--- src/rtl/bip_reporter.sv ---
// -----------------------------------------------------------------------------
// bip_reporter
//
// This block sits between the BIP core and the UART transmitter. It counts
// the clock cycles the CPU spends running. When the CPU executes HALT, the
// block freezes the CPU and sends one fixed report frame through the UART
// transmitter, one byte at a time.
//
// Frame layout, with each field sent MSB byte first:
//   HEADER | cycle count (NB_CYCLES/8 bytes) | PC zero-extended to 16 bits
//   (2 bytes) | ACC (NB_DATA/8 bytes)
//
// Ports:
//   i_clock       system clock; all logic updates on the rising edge
//   i_reset       synchronous, active-high reset
//   i_halt        high while the CPU decodes a HALT instruction
//   i_acc         CPU accumulator
//   i_pc          CPU program counter
//   i_tx_done     one-cycle pulse from UART TX when the current byte is done
//   o_tx_start    one-cycle request to UART TX to send o_tx_data
//   o_tx_data     byte to transmit; stays stable until its done pulse
//   o_cpu_enable  CPU clock enable; high while the CPU runs
//   o_done        high once the whole frame has been sent and acknowledged
// -----------------------------------------------------------------------------
module bip_reporter #(
    parameter int          NB_DATA   = 16,
    parameter int          NB_ADDR   = 11,
    parameter int          NB_CYCLES = 32,
    parameter logic [7:0]  HEADER    = 8'hA5
) (
    input  logic               i_clock,
    input  logic               i_reset,
    input  logic               i_halt,
    input  logic [NB_DATA-1:0] i_acc,
    input  logic [NB_ADDR-1:0] i_pc,
    input  logic               i_tx_done,
    output logic               o_tx_start,
    output logic [7:0]         o_tx_data,
    output logic               o_cpu_enable,
    output logic               o_done
);

    localparam int FRAME_BITS  = 8 + NB_CYCLES + 16 + NB_DATA;
    localparam int FRAME_BYTES = FRAME_BITS / 8;
    localparam int IDX_W       = (FRAME_BYTES > 1) ? $clog2(FRAME_BYTES) : 1;
    localparam logic [IDX_W-1:0] LAST_IDX = IDX_W'(FRAME_BYTES - 1);

    typedef enum logic [1:0] {
        ST_RUN,
        ST_SEND,
        ST_WAIT,
        ST_DONE
    } state_t;

    state_t                 r_state;
    logic [NB_CYCLES-1:0]   r_count;
    logic [IDX_W-1:0]       r_index;
    logic [FRAME_BITS-1:0]  r_shift;
    logic                   r_tx_start;
    logic                   r_cpu_enable;
    logic                   r_done;

    logic [15:0]            w_pc16;
    logic                   w_count_max;

    // The size cast zero-extends the PC to the 16-bit field in the frame.
    assign w_pc16      = 16'(i_pc);
    assign w_count_max = &r_count;

    // The top byte of the shift register is always the byte being sent.
    // Every output comes straight from a register, so the outputs are glitch-free.
    assign o_tx_start   = r_tx_start;
    assign o_tx_data    = r_shift[FRAME_BITS-1 -: 8];
    assign o_cpu_enable = r_cpu_enable;
    assign o_done       = r_done;

    // NOTE: state updates use non-blocking assignments so that every register
    // samples the values from before the edge. Reset is synchronous and clears
    // the snapshot as well, so an aborted frame never resumes.
    always_ff @(posedge i_clock) begin
        if (i_reset) begin
            r_state      <= ST_RUN;
            r_count      <= '0;
            r_index      <= '0;
            r_shift      <= '0;
            r_tx_start   <= 1'b0;
            r_cpu_enable <= 1'b1;
            r_done       <= 1'b0;
        end else begin
            // The start request is a single-cycle pulse. It is raised only on
            // the transitions into SEND.
            r_tx_start <= 1'b0;

            case (r_state)
                ST_RUN: begin
                    if (i_halt) begin
                        // The halt cycle is not counted. The snapshot takes
                        // PC and ACC from this same edge.
                        r_shift      <= {HEADER, r_count, w_pc16, i_acc};
                        r_index      <= '0;
                        r_tx_start   <= 1'b1;
                        r_cpu_enable <= 1'b0;
                        r_state      <= ST_SEND;
                    end else if (!w_count_max) begin
                        // The counter saturates instead of wrapping.
                        r_count <= r_count + NB_CYCLES'(1);
                    end
                end

                ST_SEND: begin
                    // A done pulse that arrives while the start is still
                    // high cannot belong to this byte, so it is ignored.
                    r_state <= ST_WAIT;
                end

                ST_WAIT: begin
                    if (i_tx_done) begin
                        if (r_index == LAST_IDX) begin
                            r_done  <= 1'b1;
                            r_state <= ST_DONE;
                        end else begin
                            r_shift    <= r_shift << 8;
                            r_index    <= r_index + IDX_W'(1);
                            r_tx_start <= 1'b1;
                            r_state    <= ST_SEND;
                        end
                    end
                end

                ST_DONE: begin
                    // Terminal state. Only i_reset leaves it.
                end

                default: begin
                    r_state <= ST_RUN;
                end
            endcase
        end
    end

endmodule

--- config.mk ---
export PLATFORM = sky130hd
export DESIGN_NAME = bip_reporter
export DESIGN_NICKNAME = d
export VERILOG_FILES = /design/src/rtl/bip_reporter.sv
export SDC_FILE = /design/constraint.sdc
export NUM_CORES = 1
export LEC_CHECK = 0
export ABC_AREA = 1
export BUFFER_PORTS_ARGS = -buffer_cell sky130_fd_sc_hd__clkbuf_2
export CAP_MARGIN = 20
export CORE_UTILIZATION = 45
export DETAILED_ROUTE_END_ITERATION = 10
export PLACE_DENSITY = 0.75
export SETUP_SLACK_MARGIN = 0.3
export SLEW_MARGIN = 25
export SYNTH_ARGS = -nofsm -noshare
export SYNTH_HDL_FRONTEND = slang
export SYNTH_SLANG_ARGS = --single-unit
export TNS_END_PERCENT = 50
--- constraint.sdc ---
create_clock -name i_clock -period 2.4 [get_ports i_clock]
set_clock_uncertainty 0.05 [all_clocks]
set_input_delay 0.24 -clock i_clock [delete_from_list [all_inputs] [get_ports i_clock]]
set_output_delay 0.24 -clock i_clock [all_outputs]
set_load 0.02 [all_outputs]
Word-level counts from Yosys, hierarchy flattened
Index checks and enable logic that the tools add are counted.

Multiplexer cells: 16. Bitwise logic cells: 2. $add $sub $neg: 2. Eq/ne operators: 6. Reductions and logical operators: 9.

Operators by type and width (count): two-way mux 72 bit (3); case mux 72 bit (2 select lines) (1); adder 32 x 1 -> 32 bit (second input constant) (1); AND reduction 32 bit (1); two-way mux 4 bit (3); AND reduction 3 bit (3); case mux 4 bit (2 select lines) (1); two-way mux 2 bit (3); inequality test 2 bit (second input constant) (3); case mux 2 bit (3 select lines) (1); adder 4 x 1 -> 4 bit (second input constant) (1); equality test 4 bit (second input constant) (1); AND reduction 4 bit (1); two-way mux 1 bit (3); nonzero test 3 bit (1); equality test 2 x 1 -> 1 bit (second input constant) (1); equality test 2 bit (second input constant) (1); logical NOT 2 bit (1); inverter 1 bit (2); case mux 1 bit (2 select lines) (1); AND reduction 2 bit (1); nonzero test 2 bit (1).

Word-level logic and storage cells: 42. Register bits after elaboration: 113. Output and inout bits: 11. Bits of input ports: 31.

Logic depth before layout (Yosys ltp)
Word-level depth: 4. Depth in mapped cells: 11. Mapped depth without buffers: 10.

Worst setup path after synthesis
Ideal clock, no wire load.

Path kind: reg2reg. Start: register r_state[0]. End: register r_shift[52]. Cell stages (with the launch flop): 10. Slack: 679 ps. Required time: 2234 ps. Setup time: 116 ps. Period minus slack after synthesis: 1721 ps. Arrival: 1555 ps. Path buffers: 2. Cell sequence: dfxtp_1 inv_1 ha_1 nor2_1 nor2_4 nand2_2 inv_2 buf_4 buf_6 o211a_1.

Word-level cells in the longest chain between the ends: 3. Elaborated cells between the ends (all ways): 8. Classes of those cells: eq/ne: 4; mux: 1; reduce/logical: 3.

RTL lines: from (decl) (RTL line 55) `state_t r_state;`; from (signal assigned) (RTL line 82) `r_state <= ST_RUN;`; from (signal assigned) (RTL line 103) `r_state <= ST_SEND;`; from (signal assigned) (RTL line 113) `r_state <= ST_WAIT;`; equality test 2 bit / logical NOT 2 bit (equally long branches) (RTL line 94) `case (r_state)`; inequality test 2 bit (no line) / nonzero test 2 bit (equally long branches); AND reduction 4 bit (no line); to (signal assigned) (RTL line 99) `r_shift <= {HEADER, r_count, w_pc16, i_acc};`; to (signal assigned) (RTL line 122) `r_shift <= r_shift << 8;`; to (decl) (RTL line 58) `logic [FRAME_BITS-1:0] r_shift;`.

Several ways; a longest one is shown, not always the timed one. A chain may end at the register's enable or synchronous reset.

Worst setup path in the final report
Start: register r_count[1]. End: register r_count[28].

Word-level cells in the longest chain between the ends: 3. Elaborated cells between the ends (all ways): 4. Classes of those cells: add/sub: 1; bitwise: 1; reduce/logical: 2.

RTL lines: from (decl) (RTL line 56) `logic [NB_CYCLES-1:0] r_count;`; from (signal assigned) (RTL line 106) `r_count <= r_count + NB_CYCLES'(1);`; branches (longest 3 deep; another with adder 32 x 1 -> 32 bit).

Parallel ways; which one is timed is not known.

==> results.toml <==
[grt]
grt_pass1_wl_mm = 21.69
overflow = 0
grt_start_max_net_pins = 50
grt_pass1_vias = 4598
antenna_found_initial = 0
grt.total_usage_pct = 21.33

[timing]
whs_ns = 0.01899
hold_viol = 0
setup_viol = 0
tns_ns = 0
finalCritPeriodShare_pct = 82.19
rsz0062_at_grt = "yes"
final_max_slew_viol_count = 0
period_minus_slack_ns = 1.973
max_slew_margin_pct = 58.35
tightestPinTransition_ns = 0.6238
fin_ws_ns = 0.4274
max_freq_ghz = 0.5070

[detailed_routing]
m1WireLength_mm = 5.902
drtAntennaViolNets = 0
dr.pass1.iters = 5
first_iter_violations = 460
routed_wl_mm = 13.00
wl_met3_um = 791
drc = 0
num_vias = 5129
highest_layer = "met4"
via_per_inst = 5.207
wl_per_cell_um = 13.20
wl_met2_mm = 6.004

[cells_and_area]
num-nets-final = 843
multi_input_area_um2 = 2897
area_growth_pct = 16.13
drive_gt1_share_pct = 13.95
regArea_um2 = 2262
diodes = 0
fin_area_um2 = 6476
fillers = 1137

[placement]
pre_cts_ws_ns = 0.4339
globalplace.congestion = 0.8537
placed_cell_area_um2 = 5816
dp_hpwl_mm = 8.427
portBuffers = 41

[yosys]
avgSynthCellArea_um2 = 7.122
synth_most_common_cell = "nand2_1"
syn-cell-area_um2 = 5577
synth_warnings = 0
syn-instance-count = 783
dominantRegCellSynth = "dfxtp_1"
synth_area_leaders = "dfxtp_1 41%, nand2_1 16%, o211a_1 7.2%, nand3_1 6.7%, nor2_1 6.1%"
syn_nets = 822
synth-seq-area-share_pct = 40.57
ys_types = 27
ys_async_sr_fraction_pct = 0
synth_commonest_cells = "231 x nand2_1, 113 x dfxtp_1, 91 x nor2_1"
synth_edf_count = 0
synth_seq_cells = 113
yosysTopAreaCell = "dfxtp_1"
yosysTopAreaCellShare_pct = 40.57

[clock_tree]
clk_pin_slew_worst_paths_ns = 0.06
insertion_delay_ns = 0.42
clockBufferDepth = 2
clk_root_buffer_cell = "clkbuf_16"
cts_tree = "done"
h-tree-depth = 4
numClockSinks = 113
numCtsBuffers = 17

[setup_path]
cp_max_fo = 23
cp_cell_sequence = "ha_1 > nand2_1 > nor2_2 > nand2_2 > o21ai_4 > nand2_8 > a21oi_1 > nor2_1"
path_depth = 8
cp_slowest_cell = "dfxtp_1"
end_kind = "flip-flop"
required_ns = 2.66
cpPeakStageDelay_ns = 0.40
arrival_ns = 2.23
ff2ff_path_depth = 8
critical_path_buf_inv_count = 0
crit_type = "flip-flop to flip-flop"
cp_top_family = "simple AND/OR/NAND/NOR gates"
worstSetupStartpointType = "flip-flop"

[power_and_ir_drop]
peakVddDrop_v = 0.0009851
powerDensity_nw_per_um2 = 1217
leakagePower_nw = 2.826
total_power_mw = 7.882

[die]
floorplan.rows = 40
core_um2 = 12060
die_w_um = 113.3
io_pins = 42
initial_core_util_pct = 46.23
dieHeight_um = 113.3
die_area_um2 = 12840

[run_status]
status = "finished, final reports clean"

[min_path]
min_path_type = "input port to flip-flop"
hold_depth = 3

[run]
drv_cap = 0
-- final timing paths --
check / startpoint / end / slack [ns]
worst max-delay path: r_count[1]$_SDFFE_PP0P_ / r_count[28]$_SDFFE_PP0P_ / 0.43
worst min-delay path: i_acc[4] / r_shift[4]$_SDFFE_PP0P_ / 0.02
worst max register to register: r_count[1]$_SDFFE_PP0P_ / r_count[28]$_SDFFE_PP0P_ / 0.43
worst min register to register: o_cpu_enable$_SDFFE_PP1P_ / o_cpu_enable$_SDFFE_PP1P_ / 0.40
-- sequential cells by signal, summed over array words and instances (netlist names) --
register      flops
r_index           4
r_count          32
r_state           2
o_tx_start        1
o_done            1
r_shift          72
o_cpu_enable      1
-- timing repair --
| item | 4_1_cts | 5_1_grt |
|---|---|---|
| buffers inserted | 0 | 1 |
| hold buffers | 0 | 0 |
| gates resized for setup | 0 | 5 |
| endpoints found under the setup margin | 0 | 63 |
-- logic make-up (layout without fill, tap and decap cells) --
group	count (synthesis)	in the layout	share of synthesized area [%]
flops	113	113	40.57
compound gates	131	131	15.64
simple gates	425	426	31.93
xor+xnor	12	12	1.885
fa+ha+maj	8	8	1.795
buf+inv	94	127	8.189
-- cell type report --
type	count	share of cell area (%)
multi-input cells	577	44.73
flip-flops and latches	113	34.93
clock buffers	18	6.781
repair buffers	53	5.139
well taps	168	3.246
clock inverters	14	2.743
inverters	42	2.434
-- report_power, final --
part | leakage (nW) | switching, mW | internal [mW] | total, mW
sequential | 0.925 | 0.306 | 2.42 | 2.73
combinational | 1.61 | 1.60 | 0.952 | 2.55
clock | 0.290 | 0.935 | 1.67 | 2.60
-- through the flow --
step | util [%] | cells
after detailed placement | 48.22 | 951
after CTS | 53.33 | 983
after global routing | 53.69 | 985
after global placement | 48.22 | 951
after floorplan | - | 783
final | 53.69 | 985
-- worst reg2reg max path: stages, from the launching register on --
cell	delay, ns
dfxtp_1	0.40
ha_1	0.24
nand2_1	0.08
nor2_2	0.18
nand2_2	0.13
o21ai_4	0.31
nand2_8	0.19
a21oi_1	0.21
nor2_1	0.06
-- per-layer routing --
layer / vias to the layer above / GRT usage (%)
met5: - / 0
met4: 0 / 9.298
met1: 2342 / 27.51
met2: 149 / 33.78
met3: 34 / 5.356
li1: 2604 / -
-- cell usage in the layout, fill, tap and decap left out, types with 4 or more instances in the layout --
master / netlist / layout
a21oi_1: 53 / 53
buf_4: 11 / 9
clkbuf_16: 0 / 17
clkbuf_2: 0 / 41
clkinvlp_4: 0 / 4
dfxtp_1: 113 / 113
ha_1: 8 / 7
inv_1: 38 / 38
inv_2: 4 / 4
inv_6: 0 / 4
nand2_1: 231 / 231
nand2_2: 8 / 8
nand3_1: 75 / 75
nand4_1: 4 / 4
nor2_1: 91 / 91
nor2_2: 7 / 7
o211a_1: 40 / 40
o21ai_0: 31 / 29
o22ai_1: 4 / 4
xor2_1: 11 / 11
(Power assumes the default switching activity.)
